$ cat src/rtl/pcx_sched_pkg.sv
// Shared constants, types and helpers for the per-core PCX request scheduler.
package pcx_sched_pkg;

    localparam int unsigned NDEST    = 5;
    localparam int unsigned CRED_MAX = 2;
    localparam int unsigned CW       = 2;
    localparam int unsigned PTR_W    = $clog2(NDEST);

    // Destination indices on the PCX request vector
    localparam int unsigned DEST_L2B0 = 0;
    localparam int unsigned DEST_L2B1 = 1;
    localparam int unsigned DEST_L2B2 = 2;
    localparam int unsigned DEST_L2B3 = 3;
    localparam int unsigned DEST_IO   = 4;

    typedef logic [PTR_W-1:0] dest_idx_t;

    typedef enum logic [0:0] {
        IDLE,
        ATOM2
    } sched_state_e;

    // Next destination index, wrapping at NDEST
    function automatic dest_idx_t next_dest(input dest_idx_t d);
        return (d == dest_idx_t'(NDEST - 1)) ? dest_idx_t'(0) : dest_idx_t'(d + dest_idx_t'(1));
    endfunction

endpackage

$ cat src/rtl/pcx_cred_ctr.sv
// Per-destination PCX credit counter. Starts full, returns a credit per grant,
// consumes one per issue, saturates at the queue depth and flags a stray grant.
module pcx_cred_ctr
    import pcx_sched_pkg::*;
(
    input  logic          clk_i,
    input  logic          rst_ni,
    input  logic          grant_i,
    input  logic          issue_i,
    output logic [CW-1:0] cred_o,
    output logic          ovf_o
);

    logic [CW-1:0] cred_d, cred_q;
    logic          ovf_d, ovf_q;

    // Credit next-state: grant and issue in the same cycle cancel out
    always_comb begin
        cred_d = cred_q;
        ovf_d  = ovf_q;
        case ({grant_i, issue_i})
            2'b10: begin
                if (cred_q == CW'(CRED_MAX)) begin
                    ovf_d = 1'b1;
                end else begin
                    cred_d = cred_q + CW'(1);
                end
            end
            2'b01: begin
                // Eligibility keeps issue away from an empty counter; guard anyway
                if (cred_q != '0) begin
                    cred_d = cred_q - CW'(1);
                end
            end
            default: ;
        endcase
    end

    // Credit and sticky overflow state
    always_ff @(posedge clk_i or negedge rst_ni) begin
        if (!rst_ni) begin
            cred_q <= CW'(CRED_MAX);
            ovf_q  <= 1'b0;
        end else begin
            cred_q <= cred_d;
            ovf_q  <= ovf_d;
        end
    end

    assign cred_o = cred_q;
    assign ovf_o  = ovf_q;

endmodule

$ cat src/rtl/pcx_req_sched.sv
// Per-SPARC-core PCX request scheduler: round-robin pick among destinations
// with credit, two-cycle sequencing of atomic pairs, registered PCX request.
module pcx_req_sched
    import pcx_sched_pkg::*;
(
    input  logic                rclk,
    input  logic                arst_l,
    input  logic [NDEST-1:0]    req_vld_q,
    input  logic [NDEST-1:0]    req_atom_q,
    input  logic [NDEST-1:0]    pcx_spc_grant_pa,
    output logic [NDEST-1:0]    sched_pop,
    output logic [NDEST-1:0]    spc_pcx_req_pq,
    output logic                spc_pcx_atom_pq,
    output logic [NDEST*CW-1:0] sched_cred,
    output logic                sched_err_ovf
);

    logic [CW-1:0]    cred [NDEST];
    logic [NDEST-1:0] ovf_vec;
    logic [NDEST-1:0] elig;
    logic             win_vld;
    dest_idx_t        win_idx;
    logic [NDEST-1:0] pop_vec;
    logic             atom_first;

    sched_state_e     state_d, state_q;
    dest_idx_t        rr_ptr_d, rr_ptr_q;
    dest_idx_t        atom_dest_d, atom_dest_q;
    logic [NDEST-1:0] req_pq_d, req_pq_q;
    logic             atom_pq_d, atom_pq_q;

    for (genvar g = 0; g < NDEST; g++) begin : g_cred
        pcx_cred_ctr u_cred (
            .clk_i   (rclk),
            .rst_ni  (arst_l),
            .grant_i (pcx_spc_grant_pa[g]),
            .issue_i (sched_pop[g]),
            .cred_o  (cred[g]),
            .ovf_o   (ovf_vec[g])
        );
        assign sched_cred[g*CW +: CW] = cred[g];
    end

    assign sched_err_ovf = |ovf_vec;

    // Eligibility from registered credits only; an atomic needs room for both packets
    always_comb begin
        elig = '0;
        for (int d = 0; d < NDEST; d++) begin
            elig[d] = req_vld_q[d] &
                      (req_atom_q[d] ? (cred[d] == CW'(CRED_MAX)) : (cred[d] != '0));
        end
    end

    // Round-robin search starting one past the last winner
    always_comb begin
        dest_idx_t idx;
        win_vld = 1'b0;
        win_idx = rr_ptr_q;
        idx     = next_dest(rr_ptr_q);
        for (int k = 0; k < NDEST; k++) begin
            if (!win_vld && elig[idx]) begin
                win_vld = 1'b1;
                win_idx = idx;
            end
            idx = next_dest(idx);
        end
    end

    // FSM next-state and pop selection; ATOM2 re-issues to the latched destination
    always_comb begin
        state_d     = state_q;
        rr_ptr_d    = rr_ptr_q;
        atom_dest_d = atom_dest_q;
        atom_first  = 1'b0;
        pop_vec     = '0;
        unique case (state_q)
            IDLE: begin
                if (win_vld) begin
                    pop_vec[win_idx] = 1'b1;
                    rr_ptr_d         = win_idx;
                    if (req_atom_q[win_idx]) begin
                        atom_first  = 1'b1;
                        atom_dest_d = win_idx;
                        state_d     = ATOM2;
                    end
                end
            end
            ATOM2: begin
                pop_vec[atom_dest_q] = 1'b1;
                state_d              = IDLE;
            end
            default: state_d = IDLE;
        endcase
        req_pq_d  = pop_vec;
        atom_pq_d = atom_first;
    end

    // Pop is combinational but must stay quiet while reset is held
    assign sched_pop = pop_vec & {NDEST{arst_l}};

    // Scheduler state and registered PCX request outputs
    always_ff @(posedge rclk or negedge arst_l) begin
        if (!arst_l) begin
            state_q     <= IDLE;
            rr_ptr_q    <= '0;
            atom_dest_q <= '0;
            req_pq_q    <= '0;
            atom_pq_q   <= 1'b0;
        end else begin
            state_q     <= state_d;
            rr_ptr_q    <= rr_ptr_d;
            atom_dest_q <= atom_dest_d;
            req_pq_q    <= req_pq_d;
            atom_pq_q   <= atom_pq_d;
        end
    end

    assign spc_pcx_req_pq  = req_pq_q;
    assign spc_pcx_atom_pq = atom_pq_q;

endmodule
$ cat config.mk
export PLATFORM = sky130hd
export DESIGN_NAME = pcx_req_sched
export DESIGN_NICKNAME = d
export VERILOG_FILES = /design/src/rtl/pcx_sched_pkg.sv /design/src/rtl/pcx_cred_ctr.sv /design/src/rtl/pcx_req_sched.sv
export SDC_FILE = /design/constraint.sdc
export NUM_CORES = 1
export LEC_CHECK = 0
export CAP_MARGIN = 20
export CORE_ASPECT_RATIO = 0.5
export CORE_MARGIN = 2
export CORE_UTILIZATION = 40
export DETAILED_ROUTE_END_ITERATION = 16
export MAX_ROUTING_LAYER = met4
export PLACE_DENSITY = 0.57
export SYNTH_ARGS = -nofsm -noshare
export SYNTH_HDL_FRONTEND = slang
export SYNTH_SLANG_ARGS = --single-unit
$ cat constraint.sdc
create_clock -name rclk -period 6.65 [get_ports rclk]
set_input_delay 1.33 -clock rclk [delete_from_list [all_inputs] [get_ports rclk]]
set_output_delay 1.33 -clock rclk [all_outputs]
set_load 0.05 [all_outputs]
==> impl_metrics.py <==
metrics = {
    "status": {
        "status": "finished clean",
    },
    "grt": {
        "grt-ovfl-total": 0,
        "grt_max_degree": 19,
        "grt_pass1_wl_um": 13100,
        "first_global_vias": 2525,
        "track_usage_pct": 21.4,
        "grt_antenna_before_repair": 0,
    },
    "routing": {
        "wl_per_cell_um": 17.2,
        "vias": 2704,
        "drc": 0,
        "firstDrtPassIters": 4,
        "viasPerCell": 5.83,
        "antenna_left": 0,
        "drt_iter0_drc": 248,
        "wl_um": 7980,
    },
    "timing": {
        "tns_ns": 0,
        "drv_slew": 0,
        "max_freq_ghz": 0.158,
        "finalCritPeriodShare_pct": 95.2,
        "period_minus_slack_ns": 6.33,
        "skew_ns": 0.00160,
        "setup_viol": 0,
        "report.final.hold_viol_count": 0,
        "grt_setup_unrepaired": "false",
        "worst_pin_slew_ns": 0.836,
        "slew_headroom_pct": 44.1,
    },
    "clock_network": {
        "ctsResizeCount": 0,
        "htree_levels": 1,
        "clk_path_buf_depth": 2,
        "worstSkewPairLatency_ns": 0.26,
        "cts_sinks": 27,
        "ctsHoldBuffers": 0,
        "cts_tree": "done",
        "cts_buffers": 3,
        "cts-root-buf": "clkbuf_16",
        "cts.clk_slew.worst_paths_ns": 0.07,
        "cts_setup_buffers": 0,
    },
    "layout": {
        "fill_cells": 677,
        "final_cell_mix": "clkdlybuf4s50_1 (33), nor2_1 (27), nand2_1 (21), dfrtp_1 (21), inv_1 (19)",
        "drive_gt1_share_pct": 20.4,
        "finalNetCount": 398,
        "area_delta_synth_final_pct": 21.1,
        "antenna_cells": 0,
        "final_common_cell": "clkdlybuf4s50_1",
    },
    "worst_setup_path": {
        "slowest_stage": "dfrtp_2",
        "slowest_delay_ns": 0.49,
        "ff2ff_setup_slack_ns": 1.49,
        "start_kind": "flop",
        "cp_cell_sequence": "inv_1 -> ha_2 -> a21o_2 -> ha_1 -> o21ai_1 -> a22oi_2 -> ha_1 -> or3_1 -> o211ai_2 -> a2bb2oi_4 -> mux2_2 -> o2bb2ai_1 -> o21a_4 -> o31a_4 -> o32ai_2 -> nand2_2 -> inv_1 -> buf_12",
        "crit_type": "flop to output port",
        "end_kind": "output port",
        "r2r_cells": 20,
        "r2r_start": "rr_ptr_q[0]$_DFFE_PN0P_",
        "reg2reg_to": "g_cred[0].u_cred.cred_o[0]$_DFFE_PN0P_",
        "crit_required_ns": 5.32,
        "arrival_ns": 5.00,
        "critPathMaxFanout": 11,
    },
    "synthesis": {
        "synth-seq-cells": 27,
        "avgSynthCellArea_um2": 8.71,
        "async_flop_share_pct": 100,
        "ys.warnings.count": 0,
        "synth_cell_types": 89,
        "yosysSeqAreaShare_pct": 23.7,
        "syn_inst": 330,
        "synth_edf_count": 0,
        "synth_flop_cell": "dfrtp_1",
        "synth_nets": 355,
        "syn-cell-area_um2": 2880,
    },
    "die": {
        "die_area_um2": 7920,
        "ioPinCount": 39,
        "die_h_um": 64.0,
        "core_area_um2": 6830,
        "rows": 21,
        "start_util_pct": 42.1,
        "die_width_um": 124,
    },
    "hold_path": {
        "min_to": "g_cred[4].u_cred.ovf_o$_DFFE_PN0P_",
        "worstHoldPathType": "flop to flop",
        "hold_start": "g_cred[4].u_cred.ovf_o$_DFFE_PN0P_",
        "min_path_cells": 1,
    },
    "placement": {
        "io_buffers": 38,
        "hpwl_um": 6380,
        "place.gp.congestion": 0.947,
    },
    "run": {
        "maxCapViolations": 0,
    },
}
[cell type report]
cell class | count | area (um2) | area share (%)
sequential | 27 | 683 | 19.6
clock inverter | 1 | 7.51 | 0.216
timing repair buffer | 52 | 510 | 14.7
multi-input combinational | 268 | 2010 | 57.8
tap | 92 | 115 | 3.30
clock buffer | 3 | 75.1 | 2.16
inverter | 21 | 78.8 | 2.26
[synthesized netlist by cell type (6+ instances only)]
master | number | area share, %
nor2_1 | 27 | 3.5
dfrtp_1 | 22 | 19
nand2_1 | 21 | 2.7
inv_1 | 19 | 2.5
a21oi_1 | 15 | 2.6
nand3_1 | 13 | 2.3
nor3_1 | 12 | 2.1
mux2i_1 | 11 | 3.8
o21ai_0 | 10 | 1.7
nor2b_1 | 9 | 2.0
ha_1 | 8 | 3.5
a21o_1 | 7 | 1.8
o211ai_1 | 7 | 1.8
o22ai_1 | 6 | 1.3
[how the worst max path moves through the flow]
stage	from	to	slack (ns)
final	rr_ptr_q[0]$_DFFE_PN0P_	sched_pop[1]	0.32
after global routing	rr_ptr_q[0]$_DFFE_PN0P_	sched_pop[1]	0.05
after CTS	rr_ptr_q[0]$_DFFE_PN0P_	sched_pop[1]	0.15
after detailed placement	rr_ptr_q[0]$_DFFE_PN0P_	sched_pop[1]	0.45
after global placement	rr_ptr_q[0]$_DFFE_PN0P_	sched_pop[1]	0.59
after floorplan	rr_ptr_q[0]$_DFFE_PN0P_	sched_pop[0]	0.48
[worst max-delay path, delay by kind of cell (launching register included)]
kind                     cells  cell delay [ns]
AO/OA/AOI/OAI                9             2.09
adder cells (fa/ha/maj)      3             0.91
flip-flops                   1             0.49
AND/OR/NAND/NOR              2             0.46
buffers and inverters        3             0.43
multiplexers                 1             0.34
[per-stage QoR]
| stage | util, % | cell area (um2) | setup slack [ns] | hold slack [ns] | std cells |
|---|---|---|---|---|---|
| floorplan | - | 2880 | 0.476 | 0.429 | 330 |
| global placement | 49.7 | 3400 | 0.589 | 0.452 | 460 |
| detailed placement | 49.7 | 3400 | 0.452 | 0.465 | 460 |
| CTS | 50.9 | 3480 | 0.145 | 0.482 | 464 |
| global route | 51.0 | 3480 | 0.0461 | 0.503 | 464 |
| finish | 51.0 | 3480 | 0.318 | 0.473 | 464 |
[sequential cells by signal, indices dropped and copies added (netlist names)]
| name | cells |
|---|---|
| atom_dest_q | 3 |
| g_cred.u_cred.cred_o | 10 |
| g_cred.u_cred.ovf_o | 5 |
| rr_ptr_q | 3 |
| spc_pcx_atom_pq | 1 |
| spc_pcx_req_pq | 5 |
[metal layers]
layer	vias to the layer above	GRT usage (%)	part of all wire, %
met5	-	-	0
met3	8	2.32	3.3
met2	54	32.4	45
li1	1361	-	-
met4	0	3.37	0.85
met1	1281	31.5	51
[kinds of logic (layout without fill, tap and decap cells)]
| family | Yosys count | in the layout | share of synthesized area (%) |
|---|---|---|---|
| AO/OA/AOI/OAI | 120 | 120 | 36.1 |
| buffers and inverters | 35 | 77 | 6.35 |
| adder cells (fa/ha/maj) | 8 | 8 | 3.48 |
| multiplexers | 15 | 15 | 5.79 |
| AND/OR/NAND/NOR | 124 | 124 | 24.2 |
| flip-flops | 27 | 27 | 23.7 |
| XOR/XNOR | 1 | 1 | 0.305 |
Power is not shown: default switching activity piles up to over one toggle a cycle in this logic, so the estimate is an artifact.
